==> config.mk <==
export PLATFORM = sky130hd
export DESIGN_NAME = udp_ack_responder
export DESIGN_NICKNAME = d
export VERILOG_FILES = /design/src/rtl/udp_ack_responder.sv
export SDC_FILE = /design/constraint.sdc
export NUM_CORES = 1
export LEC_CHECK = 0
export CAP_MARGIN = 15
export CORE_MARGIN = 2
export CORE_UTILIZATION = 45
export CTS_BUF_LIST = sky130_fd_sc_hd__clkbuf_8
export DETAILED_ROUTE_END_ITERATION = 8
export GPL_TIMING_DRIVEN = 0
export PLACE_DENSITY_LB_ADDON = 0.05
export SKIP_CTS_REPAIR_TIMING = 1
export SLEW_MARGIN = 20
export SYNTH_ARGS = -nofsm -noshare
export SYNTH_HDL_FRONTEND = slang
export SYNTH_SLANG_ARGS = --single-unit
==> constraint.sdc <==
create_clock -name clock -period 6.4 [get_ports clock]
set_clock_uncertainty 0.15 [all_clocks]
set_input_delay 1.28 -clock clock [delete_from_list [all_inputs] [get_ports clock]]
set_output_delay 1.28 -clock clock [all_outputs]
set_load 0.02 [all_outputs]
==> src/rtl/udp_ack_responder.sv <==
//------------------------------------------------------------------------------
// udp_ack_responder
// Emits a three-word UDP acknowledge (MAGIC, {frame_id,status}, {0,seq}) per
// request, with a one-entry pending slot and a saturating drop counter.
// Revision: 1.0
//------------------------------------------------------------------------------
`default_nettype none

module udp_ack_responder #(
    parameter logic [15:0] LOCAL_PORT = 16'd26177,
    parameter logic [31:0] MAGIC      = 32'h4C454441
) (
    input  logic        clock,
    input  logic        resetn,
    input  logic        req_valid,
    input  logic [31:0] req_ip,
    input  logic [15:0] req_port,
    input  logic [15:0] req_frame_id,
    input  logic [15:0] req_status,
    output logic        udp_sink_valid,
    output logic        udp_sink_last,
    input  logic        udp_sink_ready,
    output logic [15:0] udp_sink_src_port,
    output logic [15:0] udp_sink_dst_port,
    output logic [31:0] udp_sink_ip_address,
    output logic [15:0] udp_sink_length,
    output logic [31:0] udp_sink_data,
    output logic [3:0]  udp_sink_error,
    output logic [15:0] drop_count,
    output logic        busy
);

    typedef enum logic [1:0] {
        ST_IDLE = 2'd0,
        ST_W0   = 2'd1,
        ST_W1   = 2'd2,
        ST_W2   = 2'd3
    } state_t;

    state_t      r_state;
    logic        r_valid;
    logic        r_last;
    logic [31:0] r_data;
    logic [31:0] r_ip;
    logic [15:0] r_dst_port;
    logic [15:0] r_id;
    logic [15:0] r_status;
    logic        r_pend_valid;
    logic [31:0] r_pend_ip;
    logic [15:0] r_pend_port;
    logic [15:0] r_pend_id;
    logic [15:0] r_pend_status;
    logic [15:0] r_seq;
    logic [15:0] r_drop_count;

    logic w_xfer;
    logic w_w2_done;
    logic w_free;

    assign w_xfer    = r_valid & udp_sink_ready;
    assign w_w2_done = (r_state == ST_W2) & w_xfer;
    // A new packet may start only from IDLE or on the cycle the last word leaves
    assign w_free    = (r_state == ST_IDLE) | w_w2_done;

    always_ff @(posedge clock or negedge resetn) begin
        if (!resetn) begin
            r_state       <= ST_IDLE;
            r_valid       <= 1'b0;
            r_last        <= 1'b0;
            r_data        <= 32'd0;
            r_ip          <= 32'd0;
            r_dst_port    <= 16'd0;
            r_id          <= 16'd0;
            r_status      <= 16'd0;
            r_pend_valid  <= 1'b0;
            r_pend_ip     <= 32'd0;
            r_pend_port   <= 16'd0;
            r_pend_id     <= 16'd0;
            r_pend_status <= 16'd0;
            r_seq         <= 16'd0;
            r_drop_count  <= 16'd0;
        end else begin
            if (w_w2_done) begin
                r_seq <= r_seq + 16'd1;
            end
            if (w_free) begin
                if (r_pend_valid) begin
                    r_state    <= ST_W0;
                    r_valid    <= 1'b1;
                    r_last     <= 1'b0;
                    r_data     <= MAGIC;
                    r_ip       <= r_pend_ip;
                    r_dst_port <= r_pend_port;
                    r_id       <= r_pend_id;
                    r_status   <= r_pend_status;
                    // A coinciding request refills the slot instead of dropping
                    if (req_valid) begin
                        r_pend_ip     <= req_ip;
                        r_pend_port   <= req_port;
                        r_pend_id     <= req_frame_id;
                        r_pend_status <= req_status;
                    end else begin
                        r_pend_valid <= 1'b0;
                    end
                end else if (req_valid) begin
                    r_state    <= ST_W0;
                    r_valid    <= 1'b1;
                    r_last     <= 1'b0;
                    r_data     <= MAGIC;
                    r_ip       <= req_ip;
                    r_dst_port <= req_port;
                    r_id       <= req_frame_id;
                    r_status   <= req_status;
                end else begin
                    r_state <= ST_IDLE;
                    r_valid <= 1'b0;
                    r_last  <= 1'b0;
                    r_data  <= 32'd0;
                end
            end else begin
                if (req_valid) begin
                    if (!r_pend_valid) begin
                        r_pend_valid  <= 1'b1;
                        r_pend_ip     <= req_ip;
                        r_pend_port   <= req_port;
                        r_pend_id     <= req_frame_id;
                        r_pend_status <= req_status;
                    end else if (r_drop_count != 16'hFFFF) begin
                        r_drop_count <= r_drop_count + 16'd1;
                    end
                end
                if (w_xfer) begin
                    case (r_state)
                        ST_W0: begin
                            r_state <= ST_W1;
                            r_data  <= {r_id, r_status};
                        end
                        ST_W1: begin
                            r_state <= ST_W2;
                            r_data  <= {16'd0, r_seq};
                            r_last  <= 1'b1;
                        end
                        default: begin
                            r_state <= r_state;
                        end
                    endcase
                end
            end
        end
    end

    assign udp_sink_valid      = r_valid;
    assign udp_sink_last       = r_last;
    assign udp_sink_data       = r_data;
    assign udp_sink_ip_address = r_ip;
    assign udp_sink_dst_port   = r_dst_port;
    assign udp_sink_src_port   = LOCAL_PORT;
    assign udp_sink_length     = 16'd12;
    assign udp_sink_error      = 4'b0000;
    assign drop_count          = r_drop_count;
    assign busy                = (r_state != ST_IDLE) | r_pend_valid;

endmodule

`default_nettype wire

==> out/qor.yml <==
die_x_um: 156
setup_violations: 0
async_reset_ff_share_pct: 100
ys_warn_count: 0
cts-root-buf: "clkbuf_8"
grt_pass1_wl_mm: 39.9
layout_commonest_cell: "dfrtp_1"
die_y_um: 156
final_nets: 1223
cp-end-kind: "output port"
synth_top_area_share_pct: 55.2
register_area_mm2: 0.00573
clkTransAtPathRegs_ns: 0.06
hold_viol: 0
coreArea_mm2: 0.0226
hold_depth: 1
fmax_ghz: 0.270
fin_crit_sh_pct: 57.8
drt-total-wl_mm: 24.9
drtIter0Drc: 359
ir_drop_uv: 304
place_ws_ns: 2.57
syn_inst: 875
slew_headroom_pct: 44.6
synth_edf_count: 0
rsz0062_at_grt: "no"
drv_cap: 0
dp_hpwl_mm: 17.4
gp_congestion: 0.759
drc_errors: 0
antenna_left: 0
drv_slew: 0
layout_common_cells: "229 x dfrtp_1, 181 x clkdlybuf4s50_1, 94 x nor2_1"
rows: 55
worstMarginPinSlew_ns: 0.831
cts_tree: "done"
fin_crit_ns: 3.70
startpoint_type: "flip-flop"
p_leak_uw: 0.00622
ys.flop_type: "dfrtp_1"
yosysTopAreaCell: "dfrtp_1"
synthTopCellsByArea: "dfrtp_1 55%, mux2_2 8.8%, mux2i_1 7.8%"
grt_max_degree: 91
clockBufferDepth: 3
vias: 7504
ctsHtreeMaxLevel: 2
n_fill_cell: 1971
grt_antenna_before_repair: 1
worstPathRequired_ns: 4.97
hold_path_class: "reg -> reg"
outcome: "finished clean"
r2r_cells: 6
crit_type: "reg -> out"
ios: 219
first_global_vias: 7462
path_max_fanout: 10
dr.pass1.iters: 5
die_area_mm2: 0.0243
synth.cell_area_mm2: 0.0104
ys_ff_latch: 229
start_util_pct: 45.9
fin_util_pct: 60.0
grtUsageTotal_pct: 20.6
cts_made_buffers: 42
drive_gt1_share_pct: 18.0
clock_latency_ns: 0.53
clock_sinks: 229
worstPathArrival_ns: 2.27
p_per_area_mw_per_mm2: 515
port_buffers: 182
fin_ws_ns: 2.70
grt-ovfl-total: 0
p_total_uw: 6990
yosysSeqAreaShare_pct: 55.2
post_drt_wl_per_cell_um: 17.2
vias_per_cell: 5.18
syn_to_final_growth_pct: 30.9
multi_input_area_mm2: 0.00418
avgSynthCellArea_um2: 11.9
synthDistinctLibCells: 41
## per-layer routing
| layer | track usage (%) | vias up | share of wire [%] |
|---|---|---|---|
| met5 | 0 | - | 0 |
| met4 | 5.50 | 0 | 1.6 |
| met3 | 6.00 | 33 | 7.2 |
| met2 | 32.9 | 212 | 46 |
| met1 | 27.8 | 3675 | 45 |
| li1 | - | 3584 | - |
## final cells by class
cell class | instances | area share, %
diodes | 1 | 0.0184
plain buffers | 95 | 4.33
clock buffers | 55 | 5.57
clock inverters | 14 | 0.589
inverters | 4 | 0.110
multi-input cells | 581 | 30.7
flip-flops and latches | 229 | 42.2
well taps | 285 | 2.62
repair buffers | 184 | 13.8
## cells by family after synthesis
group,share of synthesized area (%)
adder cells (fa/ha/maj),0.337
multiplexers,16.6
buffers and inverters,5.81
AND/OR/NAND/NOR,8.06
XOR/XNOR,2.61
other,0.0723
AO/OA/AOI/OAI,11.3
flip-flops,55.2
## critical path, cell delays in order (launching register included)
cell and delay (ns):
dfrtp_1 0.36, clkbuf_1 0.14, buf_2 0.24, or3_1 0.44
clkdlybuf4s50_1 0.56
## cells in the mapped netlist, types with 11 or more instances
cell	instances
xor2_1	21
buf_4	36
mux2_2	81
a22o_1	54
nand2_1	20
buf_2	11
clkbuf_1	30
nor3_1	12
mux2i_1	81
buf_6	11
dfrtp_1	229
nor2_1	94
a21oi_1	88
## per-stage QoR
| step | hold WS (ns) | setup TNS [ns] | instances | cell area, µm² |
|---|---|---|---|---|
| 2_1_floorplan | 0.292 | 0 | 909 | 10500 |
| 3_3_place_gp | 0.317 | -1417.23 | 1376 | 12700 |
| 3_5_place_dp | 0.317 | 0 | 1378 | 12800 |
| 4_1_cts | 0.332 | 0 | 1447 | 13600 |
| 5_1_grt | 0.361 | 0 | 1447 | 13600 |
| 6_report | 0.335 | 0 | 1448 | 13600 |
## sequential cells by signal, summed over array words and instances (netlist names)
name and flops:
r_pend_id 16, udp_sink_ip_address 32, r_pend_ip 32, r_pend_port 16, udp_sink_valid 1, r_seq 16, udp_sink_dst_port 16, r_id 16
r_pend_valid 1, r_status 16, r_state 2, udp_sink_data 32, drop_count 16, r_pend_status 16, udp_sink_last 1
## worst paths after layout
kind                              startpoint              endpoint  slack [ns]
worst min-delay path               r_seq[15]             r_seq[15]        0.34
worst max register to register    r_state[1]  udp_sink_dst_port[2]        3.87
min in group asynchronous             resetn         drop_count[2]        0.61
max in group asynchronous             resetn         r_pend_ip[26]        4.31
worst min register to register     r_seq[15]             r_seq[15]        0.34
worst max-delay path            r_pend_valid                  busy        2.70
## where the power goes
group | total [µW] | switching [µW] | internal [µW]
Sequential | 2510 | 403 | 2110
Clock | 1380 | 581 | 798
Combinational | 3100 | 1590 | 1510
Total | 6990 | 2580 | 4410
Power figures use the tool's default switching activity.
